### src/rtl/uart_pkg.sv
// Shared UART receive-path types and constants.
// The optional RX_DONE_SYNC_EN build adds a synchronizer in rx_done_edge.
package uart_pkg;

  localparam int UART_DATA_WIDTH = 8;
  localparam int RX_SYNC_STAGES  = 2;

  typedef struct packed {
    logic [UART_DATA_WIDTH-1:0] data;
    logic                       parity_err;
    logic                       frame_err;
  } rx_entry_t;

endpackage

### src/rtl/rx_done_edge.sv
// Rising-edge detector on rx_done, one-cycle push pulse out.
// RX_DONE_SYNC_EN inserts a two-flop synchronizer (reset high) in front.
module rx_done_edge
  import uart_pkg::*;
(
  input  logic clk_i,
  input  logic rst_i,
  input  logic rx_done_i,
  output logic push_o
);

  logic lvl;
  logic prev_q;

`ifdef RX_DONE_SYNC_EN
  logic [RX_SYNC_STAGES-1:0] sync_q;

  // Reset high so a receiver already done at release is not a new frame.
  always_ff @(posedge clk_i) begin
    if (rst_i) begin
      sync_q <= '1;
    end else begin
      sync_q <= {sync_q[RX_SYNC_STAGES-2:0], rx_done_i};
    end
  end

  assign lvl = sync_q[RX_SYNC_STAGES-1];
`else
  assign lvl = rx_done_i;
`endif

  always_ff @(posedge clk_i) begin
    if (rst_i) begin
      prev_q <= 1'b1;
    end else begin
      prev_q <= lvl;
    end
  end

  assign push_o = lvl & ~prev_q;

endmodule

### src/rtl/data_rx_reg.sv
// Receive data FIFO between UART receiver and CPU (valid/ready side).
// Build option RX_DONE_SYNC_EN: synchronize rx_done before edge detect.
module data_rx_reg
  import uart_pkg::*;
#(
  parameter int DATA_WIDTH = UART_DATA_WIDTH,
  parameter int DEPTH      = 4
) (
  input  logic                         cpu_clk,
  input  logic                         rst,
  input  logic [DATA_WIDTH-1:0]        rx_data,
  input  logic                         rx_done,
  input  logic                         rx_parity_err,
  input  logic                         rx_frame_err,
  output logic                         cpu_valid,
  input  logic                         cpu_ready,
  output logic [DATA_WIDTH-1:0]        cpu_data,
  output logic                         cpu_parity_err,
  output logic                         cpu_frame_err,
  output logic                         overrun,
  input  logic                         overrun_clr,
  output logic [$clog2(DEPTH+1)-1:0]   count
);

  localparam int PW = $clog2(DEPTH);
  localparam int CW = $clog2(DEPTH+1);

  typedef struct packed {
    logic [DATA_WIDTH-1:0] data;
    logic                  parity_err;
    logic                  frame_err;
  } entry_t;

  entry_t          mem_q [DEPTH];
  entry_t          wr_entry;
  entry_t          head;

  logic [PW-1:0]   wr_ptr_q, wr_ptr_d;
  logic [PW-1:0]   rd_ptr_q, rd_ptr_d;
  logic [CW-1:0]   count_q, count_d;
  logic            overrun_q, overrun_d;

  logic            push;
  logic            pop;
  logic            full;
  logic            accept;
  logic            drop;

  rx_done_edge u_edge (
    .clk_i     (cpu_clk),
    .rst_i     (rst),
    .rx_done_i (rx_done),
    .push_o    (push)
  );

  assign wr_entry = '{
    data:       rx_data,
    parity_err: rx_parity_err,
    frame_err:  rx_frame_err
  };

  // A pop in the same cycle frees the slot, so a full FIFO still accepts.
  always_comb begin
    pop    = (count_q != '0) & cpu_ready;
    full   = (count_q == CW'(DEPTH));
    accept = push & (~full | pop);
    drop   = push & full & ~pop;

    wr_ptr_d = wr_ptr_q;
    rd_ptr_d = rd_ptr_q;
    count_d  = count_q;

    if (accept) begin
      wr_ptr_d = wr_ptr_q + PW'(1);
    end
    if (pop) begin
      rd_ptr_d = rd_ptr_q + PW'(1);
    end

    unique case ({accept, pop})
      2'b10:   count_d = count_q + CW'(1);
      2'b01:   count_d = count_q - CW'(1);
      default: count_d = count_q;
    endcase

    overrun_d = drop | (overrun_q & ~overrun_clr);
  end

  always_ff @(posedge cpu_clk) begin
    if (rst) begin
      wr_ptr_q  <= '0;
      rd_ptr_q  <= '0;
      count_q   <= '0;
      overrun_q <= 1'b0;
    end else begin
      wr_ptr_q  <= wr_ptr_d;
      rd_ptr_q  <= rd_ptr_d;
      count_q   <= count_d;
      overrun_q <= overrun_d;
    end
  end

  always_ff @(posedge cpu_clk) begin
    if (!rst && accept) begin
      mem_q[wr_ptr_q] <= wr_entry;
    end
  end

  assign head           = mem_q[rd_ptr_q];
  assign cpu_data       = head.data;
  assign cpu_parity_err = head.parity_err;
  assign cpu_frame_err  = head.frame_err;
  assign cpu_valid      = (count_q != '0);
  assign overrun        = overrun_q;
  assign count          = count_q;

endmodule

### config.mk
export PLATFORM = sky130hd
export DESIGN_NAME = data_rx_reg
export DESIGN_NICKNAME = d
export VERILOG_FILES = /design/src/rtl/uart_pkg.sv /design/src/rtl/rx_done_edge.sv /design/src/rtl/data_rx_reg.sv
export SDC_FILE = /design/constraint.sdc
export NUM_CORES = 1
export LEC_CHECK = 0
export ABC_CLOCK_PERIOD_IN_PS = 2500
export CAP_MARGIN = 15
export CORE_MARGIN = 2
export CORE_UTILIZATION = 53
export DETAILED_ROUTE_END_ITERATION = 7
export PLACE_DENSITY_LB_ADDON = 0.08
export RECOVER_POWER = 100
export REMOVE_ABC_BUFFERS = 1
export SLEW_MARGIN = 25
export SYNTH_ARGS = -nofsm -noshare
export SYNTH_HDL_FRONTEND = slang
export SYNTH_SLANG_ARGS = --single-unit
### constraint.sdc
create_clock -name cpu_clk -period 2.5 [get_ports cpu_clk]
set_clock_uncertainty 0.05 [all_clocks]
set_input_delay 0.25 -clock cpu_clk [delete_from_list [all_inputs] [get_ports cpu_clk]]
set_output_delay 0.25 -clock cpu_clk [all_outputs]
set_load 0.005 [all_outputs]
=== Yosys cells after proc, flatten, opt, wreduce, memory -nomap -nowiden ===
Memory sizes are Yosys's and may differ from the RTL's. A register that Yosys moved wholly into a read port is not among the register bits.
Index checks and enable logic that the tools add are counted.

* Bits in registers: 9
* Output and inout bits: 15
* Word-level logic and storage cells: 34
* Memories: 1
* Bits in writable memories: 40
* Bits of input ports: 15

{| class="wikitable"
|+ Memory list
! name !! words !! bits a word !! rd ports !! clocked after memory_dff !! wr ports !! RTL line !! source
|-
| mem_q || 4 || 10 || 1 || 1 || 1 || data_rx_reg.sv:34 || <nowiki>entry_t mem_q [DEPTH];</nowiki>
|}

* $add $sub $neg: 4
* Reduce and logical (&&, ||, !) cells: 4
* Bitwise logic cells: 12
* Muxes and demuxes: 5
* Equal/unequal tests: 3

{| class="wikitable"
|+ Operator list
! cell !! count
|-
| AND 1 bit || 6
|-
| case mux 3 bit (2 select lines) || 1
|-
| adder 2 x 1 -> 2 bit, second input constant || 2
|-
| 2-to-1 mux 2 bit || 2
|-
| inverter 1 bit || 4
|-
| adder 3 x 1 -> 3 bit, second input constant || 1
|-
| equality test 3 bit, second input constant || 1
|-
| nonzero test 3 bit || 1
|-
| subtractor 3 x 1 -> 3 bit, second input constant || 1
|-
| equality test 2 x 1 -> 1 bit, second input constant || 1
|-
| equality test 2 bit, second input constant || 1
|-
| 2-to-1 mux 1 bit || 2
|-
| bitwise OR 1 bit || 2
|-
| nonzero test 2 bit || 1
|-
| logical AND 1 bit || 1
|-
| logical NOT 1 bit || 1
|}

=== Logic depth before layout (Yosys ltp) ===
* Depth in word-level cells: 7
* Depth in mapped cells: 7
* Mapped depth without buffers: 6

=== Modules after synthesis ===
A second synthesis with hierarchy kept.

* Cell total of the unflattened synthesis: 126
* Area, all modules: 2095.8 um^2

{| class="wikitable"
|+ Modules (own cells, without submodules)
! module !! sequential area each (um^2) !! area each (um^2) !! cells an instance !! times used
|-
| data_rx_reg || 1401.3 || 2063.2 || 123 || 1
|-
| rx_done_edge || 20.0 || 32.5 || 3 || 1
|}

=== Worst setup path after synthesis ===
No wires, ideal clock.

* Path kind: reg-to-reg
* Start: reg count_q[2] (netlist: count[2])
* End: reg count_q[2] (netlist: count[2])
* Clock period less this slack: 1.929 ns
* Buffers on the path: 0
* Arrival time: 1.756 ns
* Stages on the path, launching flop included: 7
* Setup slack: 0.571 ns
* Path through: dfxtp_1 o31a_1 nand2_1 fa_1 nor4_2 a31oi_1 mux2_1

* Longest elaborated chain between the ends: 6
* Elaborated cells on any way between the ends: 12
* Classes of those cells: 2 x add/sub; 3 x eq/ne; 1 x mux; 4 x bitwise; 2 x reduce/logical

{| class="wikitable"
|+ Ends and longest elaborated chain
! what !! RTL line !! source
|-
| start: declaration || data_rx_reg.sv:40 || <nowiki>logic [CW-1:0] count_q, count_d;</nowiki>
|-
| start signal: assignment || data_rx_reg.sv:98 || <nowiki>count_q <= count_d;</nowiki>
|-
| nonzero test 3 bit / equality test 3 bit (equally long branches) || data_rx_reg.sv:64, data_rx_reg.sv:65 ||
|-
| AND 1 bit / inverter 1 bit (equally long branches) || data_rx_reg.sv:64, data_rx_reg.sv:66 ||
|-
| bitwise OR 1 bit || data_rx_reg.sv:66 || <nowiki>accept = push & (~full | pop);</nowiki>
|-
| AND 1 bit || data_rx_reg.sv:66 ||
|-
| equality test 2 x 1 -> 1 bit / equality test 2 bit (equally long branches) || data_rx_reg.sv:80 || <nowiki>unique case ({accept, pop})</nowiki>
|-
| case mux 3 bit (2 select lines) / nonzero test 2 bit (equally long branches) || - ||
|}

Several ways; a longest one is shown, not always the timed one.
A chain may end at the register's enable or synchronous reset.

==> metrics.txt <==
share of post-route cells with drive strength above 1 12.03%; dpl ws 0.1998 ns; worst reg2reg setup slack 0.47 ns; Routed Antenna Nets 0; setup slack after layout 0.2640 ns; hold-critical path depth 2; Clock Tree Root clkbuf_8; Final setup viols 0; RSZ-0062 raised after global routing false; largest net degree at the start of global routing 17; # port buffers 29; CTS Buf Count 5; number of synthesized flops with an enable pin 40; Worst-path clk slew 0.08 ns; xor/xnor share of the synthesized area 1.739%; CTS Buffer Depth 2; startpoint types flop; Nets 177; Synth Register Bits 51; Peak VDD IR 0.5068 mV; First-pass DRT Iterations 4; mux contribution to synthesized area 13.35%; area share of the largest cell type after synthesis 59.63%; Slew HR 55.81%; largest family of logic cells by synthesized area multiplexers; Syn Inst Count 116; post-CTS sizing 0; vias per inst 5.218; r2r endpoint count[2]$_SDFFE_PP0P_; Power, Total 2.032 mW; vias in the first global route 1082; CTS tree done; Worst-Skew Late Latency 0.29 ns; Adder-Cell Fraction of Synth Area 3.478%; initial cell density of the core 55.02%; routability cong. 0.7154; final WL 3103 um; Post-Synth Simple-Gate Area 7.019%; Min Clock Period, post-route 2.236 ns; Die Y-Extent 65.65 um; Worst Hold End overrun$_SDFF_PP0_; most common cell in the netlist edfxtp_1; Yosys top cell by area edfxtp_1; first-pass GRT wire length 4974 um; Slew @ Worst Pin 0.6629 ns; WP data required 2.20 ns; Async S/R FF share, synth 0%; CP Class flop to output port; pwr dens 825.8 mW/mm2; die area 0.004310 mm2; die width 65.65 um; Pins Over Slew Limit 0; Setup crit end kind output port; worst hold path startpoint overrun$_SDFF_PP0_; Setup TNS 0 ns; diode count 0; drt drc 0; Post-CTS Hold Buffers 0; run status completed; data arrival time of the worst path 1.94 ns; static leakage 0.8215 nW; fmax 447.2 MHz; vias post-DR 1075; Netlist cell types 27; worst reg2reg startpoint count[2]$_SDFFE_PP0P_; WL/cell 15.06 um; row count 22; Compound-Gate Fraction of Synth Area 2.050%; final standard cell area without fillers 0.002461 mm2; num ports 30; gr ovfl total 0; Reg2Reg Depth 6; Final Hold Viols 0; Max Cap Viol 0; most common library cells after synthesis edfxtp_1, dfxtp_1, nor2_1, mux4_2, inv_1; Yosys warnings 0; HPWL after detailed placement 2210 um; Post-synth top flop edfxtp_1; Avg Cell Area, Syn 17.37 um2; mapped cell area 0.002014 mm2; Tot GR Track Use 16.11%; Final Cycle Share 89.44%; CORE AREA 0.003661 mm2; placed inst area 0.002415 mm2; Seq/Total Area, Yosys 70.56%; clk sinks 51; Synth-to-Final Area Change 22.17%; # Post-CTS Setup Buffers 0; Worst Path Max Fanout 8; Hold Crit Class flop to flop; initial antenna violation count 0; CTS H-tree depth 2; DR iter-0 viols 68; synth top area cells edfxtp_1, mux4_2, dfxtp_1
[worst max path at each step]
| stage | start | endpoint | depth (start not counted) |
|---|---|---|---|
| after global routing | flop | cpu_data[4] | 3 |
| after detailed placement | cpu_ready | count[2]$_SDFFE_PP0P_ | 7 |
| final | flop | cpu_data[5] | 3 |
| after global placement | cpu_ready | count[2]$_SDFFE_PP0P_ | 7 |
| after CTS | flop | cpu_data[3] | 3 |
| after floorplan | count[2]$_SDFFE_PP0P_ | count[2]$_SDFFE_PP0P_ | 6 |
[placed cells by master (no fill, tap or decap), types with 2 or more instances in the layout]
cell type,Yosys,routed
nand2_1,3,3
edfxtp_1,40,40
nor2b_1,2,2
clkbuf_8,0,5
inv_1,5,5
ha_1,4,4
a21oi_1,2,2
xnor2_1,2,2
a31oi_1,2,2
clkbuf_1,1,8
mux4_2,10,10
and2_0,0,4
dlygate4sd3_1,0,18
o21ai_0,2,2
mux2_1,3,3
clkdlybuf4s50_1,0,11
xor2_1,2,2
dfxtp_1,11,11
nor2_1,11,11
[area by class of cell]
type	count	area, um2
Clock buffer	5	68.82
Timing Repair Buffer	38	327.8
Multi-Input combinational cell	56	544.3
Fill cell	261	1200
Sequential cell	51	1421
Inverter	5	18.77
Tap cell	48	60.06
Clock inverter	3	20.02
[state kept, by name (all words and copies together), names as in the netlist, named ones only]
| signal | count |
|---|---|
| count | 3 |
| mem_q | 40 |
| overrun | 1 |
| rd_ptr_q | 2 |
| u_edge.prev_q | 1 |
| wr_ptr_q | 2 |
[power by group]
group	leakage [nW]	internal, mW	switching [mW]
Clock	0.0418	0.195	0.250
Sequential	0.450	0.964	0.0617
Combinational	0.330	0.351	0.211
Total	0.821	1.51	0.523
[per-stage QoR]
stage	instances	utilization, %	hold slack [ns]
after floorplan	112	-	0.2691
after global placement	198	65.96	0.4234
after detailed placement	198	65.96	0.4513
after CTS	206	68.39	0.4737
after global routing	206	67.22	0.5044
final	206	67.22	0.4608
[logic make-up after synthesis]
group                      after synthesis
adders and majority gates                5
xor gates and xnor gates                 4
and+or+nand+nor                         26
buffers and inverters                    9
DFF                                     51
muxes                                   14
AOI/OAI and AO/OA                        7
[per-layer routing]
metal | up-vias | GRT usage (%) | routed length (um)
met3 | 6 | 4.966 | 143
met2 | 30 | 28.41 | 1660
met4 | 0 | 4.688 | 38
met5 | - | 0 | 0
li1 | 517 | - | -
met1 | 522 | 18.88 | 1260
[worst max-delay path, stage by stage, from the launching register on]
cell and delay [ns]:
dfxtp_1 0.41, buf_4 0.24, mux4_2 0.53, clkdlybuf4s50_1 0.46
(Power assumes the default switching activity.)
